===== config.mk =====
export PLATFORM = sky130hd
export DESIGN_NAME = gesture_vote_flat
export DESIGN_NICKNAME = d
export VERILOG_FILES = /design/src/rtl/gesture_vote_if.sv /design/src/rtl/gesture_vote.sv /design/src/flat_wrapper.sv
export SDC_FILE = /design/constraint.sdc
export NUM_CORES = 1
export LEC_CHECK = 0
export CAP_MARGIN = 40
export CORE_MARGIN = 3
export CORE_UTILIZATION = 35
export CTS_BUF_LIST = sky130_fd_sc_hd__clkbuf_8 sky130_fd_sc_hd__clkbuf_16
export DETAILED_ROUTE_END_ITERATION = 10
export GPL_TIMING_DRIVEN = 1
export SLEW_MARGIN = 10
export SYNTH_ARGS = -nofsm -noshare
export SYNTH_HDL_FRONTEND = slang
export SYNTH_SLANG_ARGS = --single-unit

===== constraint.sdc =====
create_clock -name clk -period 2.5 [get_ports clk]
set_input_delay 0.375 -clock clk [delete_from_list [all_inputs] [get_ports clk]]
set_output_delay 0.375 -clock clk [all_outputs]
set_load 0.03 [all_outputs]

===== src/rtl/gesture_vote_if.sv =====
// Purpose: label-in / vote-out bundle between frame detection and the gesture voter.
// Ports  : clear, in_valid, in_class -> voter; in_ready, result, result_conf,
//          others_cnt, result_valid, no_decision -> consumer.
interface gesture_vote_if #(
  parameter int CLASS_W = 4,
  parameter int CNT_W   = 4
);
  logic               clear;
  logic               in_valid;
  logic [CLASS_W-1:0] in_class;
  logic               in_ready;
  logic [CLASS_W-1:0] result;
  logic [CNT_W-1:0]   result_conf;
  logic [CNT_W-1:0]   others_cnt;
  logic               result_valid;
  logic               no_decision;

  // Upstream side: frame detector plus result consumer.
  modport master (
    output clear, in_valid, in_class,
    input  in_ready, result, result_conf, others_cnt, result_valid, no_decision
  );

  // Voter side.
  modport slave (
    input  clear, in_valid, in_class,
    output in_ready, result, result_conf, others_cnt, result_valid, no_decision
  );
endinterface


===== src/rtl/gesture_vote.sv =====
// Purpose     : bins WINDOW frame labels, then scans NUM_CLASSES bins to vote a winner
//               (MODE 0 highest non-empty class, MODE 1 most frequent, ties -> higher).
// Latency     : strobe visible NUM_CLASSES+2 cycles after the cycle of the WINDOW-th accept.
// Backpressure: in_ready low during SCAN/EMIT (NUM_CLASSES+1 cycles); labels offered then are dropped.
// Ports       : clk, rst_n (sync, active low); bus.slave carries clear, the label handshake
//               and the result/result_conf/others_cnt outputs with result_valid/no_decision strobes.
module gesture_vote #(
  parameter int CLASS_W     = 4,
  parameter int NUM_CLASSES = 6,
  parameter int WINDOW      = 10,
  parameter int CNT_W       = $clog2(WINDOW + 1),
  parameter int MODE        = 0,
  parameter int MIN_VOTES   = 1
) (
  input  logic         clk,
  input  logic         rst_n,
  gesture_vote_if.slave bus
);

  typedef enum logic [1:0] {S_ACCUM, S_SCAN, S_EMIT} state_t;

  state_t             r_state;
  state_t             w_state_nxt;
  logic [CNT_W-1:0]   r_bin [NUM_CLASSES];
  logic [CNT_W-1:0]   r_others;
  logic [CNT_W-1:0]   r_frame_cnt;
  logic [CLASS_W-1:0] r_idx;
  logic [CLASS_W-1:0] r_win;
  logic [CNT_W-1:0]   r_best;
  logic [CLASS_W-1:0] r_result;
  logic [CNT_W-1:0]   r_result_conf;
  logic [CNT_W-1:0]   r_others_cnt;
  logic               r_result_valid;
  logic               r_no_decision;

  logic               w_accept;
  logic               w_last;
  logic               w_is_other;
  logic [CNT_W-1:0]   w_bin_sel;
  logic               w_take;

  assign bus.in_ready     = (r_state == S_ACCUM);
  assign bus.result       = r_result;
  assign bus.result_conf  = r_result_conf;
  assign bus.others_cnt   = r_others_cnt;
  assign bus.result_valid = r_result_valid;
  assign bus.no_decision  = r_no_decision;

  // A label offered together with clear is discarded.
  assign w_accept   = bus.in_valid & bus.in_ready & ~bus.clear;
  assign w_last     = (r_frame_cnt == CNT_W'(WINDOW - 1));
  // Compare at 32 bits so NUM_CLASSES == 2**CLASS_W does not wrap to 0.
  assign w_is_other = (32'(bus.in_class) >= NUM_CLASSES);

  // Mux the bin under the scan index.
  always_comb begin
    w_bin_sel = '0;
    for (int k = 0; k < NUM_CLASSES; k++) begin
      if (r_idx == CLASS_W'(k)) w_bin_sel = r_bin[k];
    end
  end

  // MODE 0 latches the first non-empty bin seen from the top (best is still 0 until then);
  // MODE 1 only replaces on a strict increase so equal counts keep the higher class.
  always_comb begin
    w_take = 1'b0;
    if (MODE == 0) w_take = (r_best == '0) && (w_bin_sel != '0);
    else           w_take = (w_bin_sel > r_best);
  end

  always_comb begin
    w_state_nxt = r_state;
    case (r_state)
      S_ACCUM: if (w_accept && w_last) w_state_nxt = S_SCAN;
      S_SCAN:  if (r_idx == '0)        w_state_nxt = S_EMIT;
      S_EMIT:                          w_state_nxt = S_ACCUM;
      default:                         w_state_nxt = S_ACCUM;
    endcase
    if (bus.clear) w_state_nxt = S_ACCUM;
  end

  always_ff @(posedge clk) begin
    if (!rst_n) r_state <= S_ACCUM;
    else        r_state <= w_state_nxt;
  end

  always_ff @(posedge clk) begin
    if (!rst_n) begin
      for (int k = 0; k < NUM_CLASSES; k++) r_bin[k] <= '0;
      r_others       <= '0;
      r_frame_cnt    <= '0;
      r_idx          <= '0;
      r_win          <= '0;
      r_best         <= '0;
      r_result       <= '0;
      r_result_conf  <= '0;
      r_others_cnt   <= '0;
      r_result_valid <= 1'b0;
      r_no_decision  <= 1'b0;
    end else if (bus.clear) begin
      // Abort the window; published outputs hold.
      for (int k = 0; k < NUM_CLASSES; k++) r_bin[k] <= '0;
      r_others       <= '0;
      r_frame_cnt    <= '0;
      r_idx          <= '0;
      r_win          <= '0;
      r_best         <= '0;
      r_result_valid <= 1'b0;
      r_no_decision  <= 1'b0;
    end else begin
      r_result_valid <= 1'b0;
      r_no_decision  <= 1'b0;
      case (r_state)
        S_ACCUM: begin
          if (w_accept) begin
            r_frame_cnt <= r_frame_cnt + CNT_W'(1);
            if (w_is_other) r_others <= r_others + CNT_W'(1);
            for (int k = 0; k < NUM_CLASSES; k++) begin
              if (bus.in_class == CLASS_W'(k)) r_bin[k] <= r_bin[k] + CNT_W'(1);
            end
            if (w_last) begin
              r_idx  <= CLASS_W'(NUM_CLASSES - 1);
              r_win  <= '0;
              r_best <= '0;
            end
          end
        end
        S_SCAN: begin
          if (w_take) begin
            r_win  <= r_idx;
            r_best <= w_bin_sel;
          end
          if (r_idx != '0) r_idx <= r_idx - CLASS_W'(1);
        end
        S_EMIT: begin
          if (r_best >= CNT_W'(MIN_VOTES)) begin
            r_result       <= r_win;
            r_result_conf  <= r_best;
            r_result_valid <= 1'b1;
          end else begin
            r_no_decision  <= 1'b1;
          end
          r_others_cnt <= r_others;
          for (int k = 0; k < NUM_CLASSES; k++) r_bin[k] <= '0;
          r_others    <= '0;
          r_frame_cnt <= '0;
          r_idx       <= '0;
          r_win       <= '0;
          r_best      <= '0;
        end
        default: ;
      endcase
    end
  end

endmodule

===== src/flat_wrapper.sv =====
// flat-port wrapper written by rule: the top's interface ports become plain ports
module gesture_vote_flat 
#(
  parameter int CLASS_W     = 4,
  parameter int NUM_CLASSES = 6,
  parameter int WINDOW      = 10,
  parameter int CNT_W       = $clog2(WINDOW + 1),
  parameter int MODE        = 0,
  parameter int MIN_VOTES   = 1
)
  (clk, rst_n, bus_clear, bus_in_valid, bus_in_class, bus_in_ready, bus_result, bus_result_conf, bus_others_cnt, bus_result_valid, bus_no_decision);
  gesture_vote_if #(.CLASS_W(CLASS_W), .CNT_W(CNT_W)) bus_i ();
  input  logic clk;
  input  logic rst_n;
  input wire logic [$bits(bus_i.clear)-1:0] bus_clear;
  input wire logic [$bits(bus_i.in_valid)-1:0] bus_in_valid;
  input wire logic [$bits(bus_i.in_class)-1:0] bus_in_class;
  output wire logic [$bits(bus_i.in_ready)-1:0] bus_in_ready;
  output wire logic [$bits(bus_i.result)-1:0] bus_result;
  output wire logic [$bits(bus_i.result_conf)-1:0] bus_result_conf;
  output wire logic [$bits(bus_i.others_cnt)-1:0] bus_others_cnt;
  output wire logic [$bits(bus_i.result_valid)-1:0] bus_result_valid;
  output wire logic [$bits(bus_i.no_decision)-1:0] bus_no_decision;
  assign bus_i.clear = bus_clear;
  assign bus_i.in_valid = bus_in_valid;
  assign bus_i.in_class = bus_in_class;
  assign bus_in_ready = bus_i.in_ready;
  assign bus_result = bus_i.result;
  assign bus_result_conf = bus_i.result_conf;
  assign bus_others_cnt = bus_i.others_cnt;
  assign bus_result_valid = bus_i.result_valid;
  assign bus_no_decision = bus_i.no_decision;
  gesture_vote #(.CLASS_W(CLASS_W), .NUM_CLASSES(NUM_CLASSES), .WINDOW(WINDOW), .CNT_W(CNT_W), .MODE(MODE), .MIN_VOTES(MIN_VOTES)) u_core (.clk(clk), .rst_n(rst_n), .bus(bus_i));
endmodule

Word level (Yosys, flattened, before mapping) --
Memories as Yosys holds them, arrays and structs flattened. Index checks and enable logic that the tools add are counted.
Storage, ports and cells: register bits after elaboration 36, bits in writable memories 24, input bits 8, memories kept 1
Memory list:
- u_core.r_bin | words 6, width 4, read ports 6, clocked after memory_dff 0, write ports 6, line gesture_vote.sv:24 | logic [CNT_W-1:0] r_bin [NUM_CLASSES];
Operators by class: add/subtract/negate cells 9, magnitude comparators 2, equality and inequality tests 20, muxes and demuxes 88, bitwise logic cells 23, reduce and logical (&&, ||, !) cells 19
Operators by type and width (number):
- $mux 4 | 34
- $mux 1 | 46
- $pmux 4 s3 | 3
- $add 4x1->4 const B | 8
- $or 1x1->1 | 18
- $eq 4x2->1 const B | 4
- $eq 4x3->1 const B | 4
- $pmux 4 s2 | 2
- $logic_not 4->1 | 3
- $eq 4x1->1 const B | 2
- $ne 2x2->1 const B | 4
- $reduce_and 4->1 | 2
- $reduce_bool 4->1 | 2
- $ne 2x1->1 const B | 3
- $reduce_and 2->1 | 3
- $reduce_and 3->1 | 2
- $eq 4x4->1 const B | 1
- $ge 4x1->1 const B | 1
- $ge 4x3->1 const B | 1
- $mux 2 | 2
- $pmux 2 s2 | 1
- $sub 4x1->4 const B | 1
- $not 1->1 | 3
- $reduce_bool 3->1 | 1
- 8 further kinds | 10

Longest topological paths before layout --
Gate-level depths: netlist (run 1).
depth after elaboration 11, depth in mapped cells 8

Least setup slack after synthesis (run 1) --
Ideal clock, no wire load.
kind register to register, start point register u_core.r_state[0], end point memory u_core.r_bin[4][0], enable pin, setup time 0.361 ns, arrival time 1.983 ns, setup slack 0.156 ns, stages on the path, launching flop included 6, path buffers 0, clock period less this slack 2.344 ns, path through dfxtp_1 -> inv_1 -> ha_1 -> nand3b_1 -> or4_1 -> o21ai_0
RTL lines:
- from (decl) | line gesture_vote.sv:22 | state_t r_state;
- from (signal assigned) | line gesture_vote.sv:84 | else r_state <= w_state_nxt;
- to (decl) | line gesture_vote.sv:24

Final worst setup path (run 1) --
start point register u_core.r_idx[0], end point register u_core.r_win[1]
On the way: word-level cells in the longest chain between the ends 11, elaborated cells between the ends (all ways) 16, those cells by class eq/ne: 6; mux: 6; reduce/logical: 4
Ends and longest elaborated chain:
- from (decl) | line gesture_vote.sv:27 | logic [CLASS_W-1:0] r_idx;
- from (signal assigned) | line gesture_vote.sv:122 | r_idx <= CLASS_W'(NUM_CLASSES - 1);
- from (signal assigned) | line gesture_vote.sv:133 | if (r_idx != '0) r_idx <= r_idx - CLASS_W'(1);
- $logic_not 4->1 | line gesture_vote.sv:59 | if (r_idx == CLASS_W'(k)) w_bin_sel = r_bin[k];
- $mux 4 (5 in series) | line gesture_vote.sv:59
- $mux 4 (*) | line gesture_vote.sv:59
- $reduce_bool 4->1 (*) | line gesture_vote.sv:67 | if (MODE == 0) w_take = (r_best == '0) && (w_bin_sel != '0);
- $logic_and 1x1->1 (*) | line gesture_vote.sv:67
- $ne 2x1->1 (no source line) (*)
- $reduce_and 4->1 (no source line) (*)
- to (signal assigned) | line gesture_vote.sv:130 | r_win <= r_idx;
- to (decl) | line gesture_vote.sv:28 | logic [CLASS_W-1:0] r_win;
Mark *: on every way between the ends. The rest lies on a longest branch, timed or not. A chain may end at the register's enable or synchronous reset.

==> results of run 1 <==
[cell usage in the layout (no fill, tap or decap), drive strengths merged, types with 2 or more instances in the layout]
cell type,Yosys,layout
nand2b,6,6
mux2i,4,4
a31oi,4,4
nor3,7,7
and2b,2,2
clkdlybuf4s50,0,22
nor2,45,45
and3,3,3
clkinv,0,2
o21ai,19,19
clkbuf,9,11
o2bb2ai,3,3
nand2,35,35
or4b,2,2
xnor2,6,6
nor2b,10,10
or4,4,4
buf,1,14
and2,6,6
a221oi,6,6
nand3,16,16
dfxtp,36,36
nor4,2,2
ha,19,19
inv,13,15
a21boi,11,11
nor3b,2,2
or3,5,5
xor2,6,6
a21oi,17,17
edfxtp,24,24
a22oi,4,4
[logic make-up after synthesis]
group           after synthesis
fa+ha+maj                    19
flops                        60
xor+xnor                     12
mux                           4
buf+inv                      23
compound gates               71
simple gates                148
[per-stage QoR]
step	total power, mW	hold slack, ns	cells	utilization [%]	setup slack (ns)
floorplan	1.12	0.422	337	-	0.156
global placement	1.17	0.434	468	41.9	0.126
detailed placement	1.17	0.436	468	41.9	0.0847
CTS	2.05	0.448	484	44.4	0.157
global route	2.10	0.468	484	44.4	0.0695
finish	2.02	0.446	484	44.4	0.207
[worst max-delay path by stage]
stage                 startpoint            endpoint  slack (ns)
3_5_place_dp           bus_clear  u_core.r_bin[0][1]        0.08
4_1_cts          u_core.r_idx[1]     u_core.r_win[1]        0.16
2_1_floorplan  u_core.r_state[0]  u_core.r_bin[4][0]        0.16
5_1_grt          u_core.r_idx[1]     u_core.r_win[0]        0.07
6_report         u_core.r_idx[0]     u_core.r_win[1]        0.21
3_3_place_gp           bus_clear  u_core.r_bin[3][2]        0.13
[cell type report]
cell class	count	area, um2	area share, %
sequential	60	1440	38.5
inverter	13	48.8	1.30
multi-input combinational	254	1590	42.5
clock inverter	5	31.3	0.836
tap	105	131	3.51
clock buffer	11	174	4.65
timing repair buffer	36	325	8.70
[synthesized netlist by cell type (all sizes together)]
cell type and instances:
nor2 45, dfxtp 36, nand2 35, edfxtp 24, ha 19, o21ai 19, a21oi 17, nand3 16
inv 13, a21boi 11, nor2b 10, clkbuf 9, nor3 7, a221oi 6, and2 6, nand2b 6
xnor2 6, xor2 6, or3 5, a22oi 4, a31oi 4, mux2i 4, or4 4, and3 3
o2bb2ai 3, and2b 2, nor3b 2, nor4 2, or4b 2, a2bb2oi 1, a311o 1, a41oi 1
and3b 1, and4bb 1, buf 1, nand3b 1, o211a 1, o21a 1, o22ai 1, o311ai 1
[power by group]
part | internal (mW) | switching, mW | total, mW
Clock | 0.477 | 0.393 | 0.870
Combinational | 0.0453 | 0.0532 | 0.0985
Sequential | 1.03 | 0.0198 | 1.05
[worst min-delay path: cells and delay by family (launching register included)]
| kind | cells | cell delay (ns) |
|---|---|---|
| DFF | 1 | 0.31 |
| and+or+nand+nor | 2 | 0.09 |
[sequential cells by signal, indices dropped and copies added, names as in the netlist]
name / cells
u_core.bus.others_cnt: 4
u_core.r_idx: 4
u_core.r_win: 4
u_core.bus.result_conf: 4
u_core.r_bin: 24
u_core.r_state: 2
u_core.bus.no_decision: 1
u_core.r_others: 4
u_core.r_frame_cnt: 4
u_core.bus.result_valid: 1
u_core.r_best: 4
u_core.bus.result: 4
[routing by layer]
layer,global-route usage [%],up-vias,part of all wire (%)
met1,18.6,1177,50
met5,0,-,0
met4,3.73,0,0.64
met2,23.0,41,45
li1,-,1273,-
met3,4.52,4,4.2
[timing repair]
action,CTS,global route
hold buffers,0,0
gates resized for setup,0,1
setup endpoints to repair,0,3
==> flow_results.org, run 1 <==
** Placement
- HPWL after detailed placement :: 5100 um
- The congestion estimate from routability-driven global placement came to 0.907.
- The placed instances occupy a cell area of 3530 um2.
- Number of buffers inserted by port buffering :: 22

** GRT
- Total routing usage reported by global routing :: ~14%
- Largest net degree at the start of global routing :: 19
- Via count of the first global-routing pass :: 2,457
- Wire length of the first global-routing pass :: 11,400 um
- The total overflow left after global routing is 0.
- The initial antenna violation count is 0.

** Logic synthesis
- The synthesized netlist contains 41 unique library cells.
- During synthesis, Yosys emitted a total of 0 warnings.
- Cell area after technology mapping :: 3120 um2
- After Yosys synthesis, full adders, half adders and majority gates account for 7.63% of the synthesized area.
- Simple-Gate Fraction of Synth Area :: 23.2%
- By area, the combinational part of the netlist is dominated by simple AND/OR/NAND/NOR gates.
- Share of the yosys chip area belonging to registers :: a little under half
- Of the post-synthesis cell area, the dominant cell type holds 23.1%.
- Post-synth top area cell :: sky130_fd_sc_hd__dfxtp_1
- After technology mapping, the gate count stands at approximately 340.
- Counting every net in the synthesized netlist gives about 360.
- Post-synthesis area per instance :: approximately 9 um2
- After synthesis, the share of cell area in mux cells is roughly 1.3%.
- Compound-cell area share of the yosys netlist :: 15.3%
- Counting flops and latches in the post-synthesis netlist gives 60.
- Synthesized-area fraction occupied by xor and xnor cells :: 3.37%
- By area the synthesized netlist is led by sky130_fd_sc_hd__dfxtp_1 (23%), sky130_fd_sc_hd__edfxtp_1 (23%), sky130_fd_sc_hd__ha_1 (7.6%).

** Critical path
- Startpoint of the worst-slack reg-to-reg timing path :: u_core.r_idx[0]
- Register-to-Register Setup Slack :: approximately 0.21 ns
- Critical Path Sink Type :: flop
- The critical path goes through inv_1 > ha_1 > nor2b_1 > a221oi_1 > nor2_1 > a221oi_1 > a41oi_2 > mux2i_1.
- Together, buffers and inverters on the worst path number 1.
- CP required :: 2.71 ns
- Among cell families on the critical path, the largest total delay comes from compound AO/OA/AOI/OAI gates.
- Data arrives at the worst endpoint at 2.50 ns.
- Highest-delay cell along the critical path :: sky130_fd_sc_hd__dfxtp_1
- CP Depth :: 8
- In this design, the stage delay of the slowest critical-path cell is 0.45 ns.
- Measured in cells, the most critical reg-to-reg path has a length of 8.
- Startpoint type of the worst setup path :: flop
- The critical path in this run is classified as reg -> reg.
- Reg-to-Reg End :: u_core.r_win[1]
- Critical-path maximum fanout :: 7
- Critical path's most frequent cell :: sky130_fd_sc_hd__a221oi_1

** Route
- Number of DRC violations after detailed routing :: 0
- Dividing the detail-routed wire length by the instance count gives 14.1 um.
- Routed wire length :: about 6800 um
- For this run, the detailed router's first-pass iteration total came to 4.
- Via-per-instance ratio :: 5.15
- Initial DRC Count :: 155
- Remaining number of nets flagged by the antenna check after routing :: 0
- Total vias in the final route :: 2,495

** STA
- Final number of hold-violating endpoints :: 0
- Of the available clock period, the critical path in the final layout requires 91.7%.
- Slew Limit Headroom :: slightly above 70%
- Final number of max-transition violations :: 0
- Min Clock Period, post-route :: 2.29 ns
- Setup violations remaining at the end of the flow were counted as 0.
- For the pin with the worst max-slew slack, the measured transition is ~0.43 ns.
- Based on the critical path, the design can be clocked at up to 0.436 GHz.
- The clock arrives with 0.0134 ns of skew.
- After routing, the total negative slack on setup checks comes to 0 ns.
- Setup repair after global routing missed its margin :: false

** Final layout
- Compared with the post-synthesis result, the final layout area differs by 20.0%.
- Number of nets in the layout :: ~400
- # diodes :: 0
- Proportion of layout cells with a drive suffix above 1 :: 8.71%
- Post-Layout Inst Area :: 3740 um2
- After filler insertion, the fill cell instance count of the layout stands at 860.

** Clock tree
- After clock tree synthesis, the setup repair step added 0 buffers.
- Total clock sinks :: 60
- Register clock-pin slew on the reported worst setup and hold paths :: 0.07 ns
- Clock root buffer :: sky130_fd_sc_hd__clkbuf_8
- The clock tree synthesis step divided the H-tree into 3 levels.
- The longest clock path from root to sink contains 2 buffers.
- TritonCTS created 9 clock buffers.
- Clk_lat worst skew :: 0.34 ns
- TritonCTS clock tree :: yes

** Hold path
- The min-delay analysis places its worst path in the category reg -> reg.
- Hold Path End :: u_core.r_win[3]
- The startpoint identified for the worst hold timing path is u_core.r_win[3].
- Cells on Worst Hold Path :: 2

** Pwr
- Power density over cell area :: 541 nW/um2
- For this design the static power due to leakage is 1.35 nW.
- Max rail drop VDD :: around 0.32 mV

** Floorplanning
- The die covers between 10,000 and 15,000 um2.
- Once the floorplan was initialized, standard cells occupied 37.0% of the core.
- Cell Rows :: 33
- Ports placed on the boundary :: 23
- The total area inside the core boundary comes to 8420 um2.
- From left edge to right edge, the die measures between 100 and 150 um.
- Floorplan die height :: 100 um

** Job
- Across the run, the number of max-cap violations was 0.

** Outcome
- Result of the run :: complete, no violations
Note: power is estimated with default switching activity, not from simulation.
==> run 2: changes to the inputs <==
--- a/config.mk
+++ b/config.mk
@@ -6,6 +6,7 @@
 export NUM_CORES = 1
 export LEC_CHECK = 0
 export CAP_MARGIN = 40
+export CORE_ASPECT_RATIO = 0.9
 export CORE_MARGIN = 3
 export CORE_UTILIZATION = 35
 export CTS_BUF_LIST = sky130_fd_sc_hd__clkbuf_8 sky130_fd_sc_hd__clkbuf_16
==> run 2 against run 1 <==
Sequential share of layout area down 0.45 points. Sequential power is essentially flat. Die area barely moved. Power grew 3.6%. Largest cell class unchanged.
==> flow_results.org, run 2 (synthesis gave the netlist of run 1 again) <==
** STA
- Slew Limit Headroom :: about 65%
- After layout, the worst path uses 89.1% of the clock period.
- Timing would allow up to 0.449 GHz.
- Final number of max-transition violations :: 0
- After routing, the total negative slack on setup checks comes to 0 ns.
- The tightest hold path in the finished design has a slack of 0.446 ns.
- The final hold violation count was 0.
- Setup repair after global routing left no endpoint under its margin.
- Slew at the pin closest to its max-slew limit :: 0.532 ns
- Min Clock Period, post-route :: 2.23 ns
- Between clock sinks in the finished design, the worst skew comes to 0.00561 ns.
- # setup viols final :: 0

** Floorplanning
- Chip width :: around 110 um
- For this configuration, the core starts out at a cell density of roughly 36%.
- The die covers 10,100 um2.
- Cell Rows :: 32
- Floorplan die height :: 95.5 um
- Placeable Area :: about 8600 um2
- In this run the count of I/O pins placed on the die edge is 23.

** Route
- In this run the remaining antenna-violating nets after routing total 0.
- Routed wire per std cell :: between 10 and 15 um
- The final route contains about 2,500 vias.
- Before antenna repair, the detailed router went through 4 iterations.
- The detailed router finished its first iteration with 99 violations.
- Via-per-instance ratio :: 5.07
- For this run, design rule violations remaining after detail routing come to 0.
- Wires add up to ~7000 um.

** Job
- The tool flagged a number of max-cap violations equal to 0.

** Critical path
- The worst setup path is captured at a flop.
- STA puts the critical path data arrival time at between 2 and 2.5 ns.
- Critical-path maximum fanout :: 7
- The critical path goes through inv_1 > ha_1 > nand3b_1 > or4_1 > or3_1 > nor2_1.
- In this run the worst setup path begins at u_core.r_state[0].
- Worst Setup Path Type :: reg -> reg
- Highest-delay cell along the critical path :: sky130_fd_sc_hd__or4_1
- Data on the critical path is required at its endpoint by between 2 and 3 ns.
- In this run the critical register-to-register path is launched from u_core.r_state[0].
- Largest stage delay on the critical path :: 0.53 ns
- Register-to-Register Setup Slack :: 0.27 ns
- Startpoint type of the worst setup path :: flop

** Pwr
- Per report_power, the clock group accounts for 45.0% of the total.
- In this run the power spent charging and discharging nets is 0.478 mW.
- The analysis attributes to cell leakage a power of approximately 1.4 nW.
- Max rail drop VDD :: 0.219 mV
- Total internal power :: roughly 1.6 mW
- Power density over cell area :: 554 nW/um2
- Sequential cells account for roughly half of the total power.
- Fraction of power spent switching nets :: 22.8%
- Combinational logic burns 4.7% of the power.

** GRT
- Via count of the first global-routing pass :: 2,425
- Summed over all layers, the global routing overflow is 0.
- The initial antenna violation count is 0.
- Global routing used 14.7% of the available tracks.
- Wire length of the first global-routing pass :: 11,700 um
- Entering global routing, the biggest net connects 19 pins.

** Final layout
- The library cell used most frequently in the layout, excluding fill and tap cells, is sky130_fd_sc_hd__nor2_1.
- In the final design database the tool counted 402 nets.
- Proportion of layout cells with a drive suffix above 1 :: 9.21%
- Register bank with the most flops :: u_core.r_bin
- # diodes :: 0
- The register with the most flip-flops in the layout has 24 of them.
- In the layout the commonest cells are sky130_fd_sc_hd__nor2_1 (45), sky130_fd_sc_hd__dfxtp_1 (36), sky130_fd_sc_hd__nand2_1 (35).
- Compared with the post-synthesis result, the final layout area differs by 21.4%.
- Once layout is complete, the cells apart from fillers number 499.

** Placement
- Routability-driven placement finished with a final weighted congestion of 0.812.
- HPWL after detailed placement :: 5050 um
- The number of placed instances, taps included, is 483.
- In this run the tool buffered the top-level ports with 22 buffer cells.

** Clock tree
- For the worst-skew pair, the clock arrives at the later sink with an insertion delay of approximately 0.34 ns.
- Total clock sinks :: 60
- In this run the deepest clock path goes through 2 buffers.
- In this run, CTS created clock tree buffers numbering 9.
- The root buffer cell chosen for the clock tree is sky130_fd_sc_hd__clkbuf_8.
- Register clock-pin slew on the reported worst setup and hold paths :: 0.07 ns
- TritonCTS built the clock tree.
- The H-tree was split into 3 levels.

** Outcome
- The flow ran to the end, and the final reports show no timing, DRC or antenna violations.

** Hold path
- Startpoint of the worst hold path :: u_core.r_win[3]
- The path class of the tightest hold or removal check is reg -> reg.
==> run 2: cell types whose count changed in the layout (fill, tap and decap cells not counted) <==
cell,previous run,this run
sky130_fd_sc_hd__inv_4,1,0
sky130_fd_sc_hd__inv_6,0,1
sky130_fd_sc_hd__inv_1,14,13
sky130_fd_sc_hd__clkbuf_8,9,11
sky130_fd_sc_hd__clkinvlp_4,1,0
sky130_fd_sc_hd__buf_4,14,15
==> run 2: cell type report <==
| cell class | instances | area, um2 |
|---|---|---|
| clock buffer | 13 | 201 |
| clock inverter | 3 | 22.5 |
| fill | 852 | 4820 |
| inverter | 13 | 48.8 |
| multi-input combinational | 254 | 1590 |
| sequential | 60 | 1440 |
| tap | 119 | 149 |
| timing repair buffer | 37 | 333 |
==> run 2: worst paths after layout <==
| check | depth (start not counted) | end |
|---|---|---|
| setup / recovery | 6 | u_core.r_bin[2][3] |
| hold / removal | 2 | u_core.r_win[3] |
| setup reg to reg | 6 | u_core.r_bin[2][3] |
| hold reg to reg | 2 | u_core.r_win[3] |
==> run 2: through the flow <==
step           setup slack, ns  instance area, um2  power [mW]  util, %
2_1_floorplan            0.156                3120        1.12        -
3_3_place_gp             0.125                3560        1.17     41.3
3_5_place_dp            0.0852                3560        1.17     41.3
4_1_cts                  0.202                3780        2.12     43.9
5_1_grt                 0.0646                3780        2.17     44.0
6_report                 0.273                3780        2.10     44.0
==> run 2: routing by layer <==
layer	global-route usage [%]	up-vias	wire, um
met5	0	-	0
met3	3.86	10	366
met2	23.0	50	3130
met1	19.6	1200	3250
li1	-	1272	-
met4	5.36	0	100
==> run 2: what timing repair did <==
item,CTS,global route
hold buffers,0,0
resized for setup,0,1
setup buffers,0,0
setup endpoints to repair,0,3
==> run 2: worst max-delay path: cells and delay by family (launching register included) <==
kind | cells | cell delay, ns
buf+inv | 1 | 0.11
simple gates | 4 | 1.34
flops | 1 | 0.34
fa+ha+maj | 1 | 0.30
==> run 2: power by group through the flow <==
stage                     clock, mW  combinational, mW  sequential (mW)
after global routing           1.00              0.111             1.06
final                         0.942             0.0986             1.05
after detailed placement          0             0.0982             1.08
after global placement            0             0.0962             1.08
after floorplan                   0             0.0556             1.07
after CTS                     0.967             0.0995             1.05
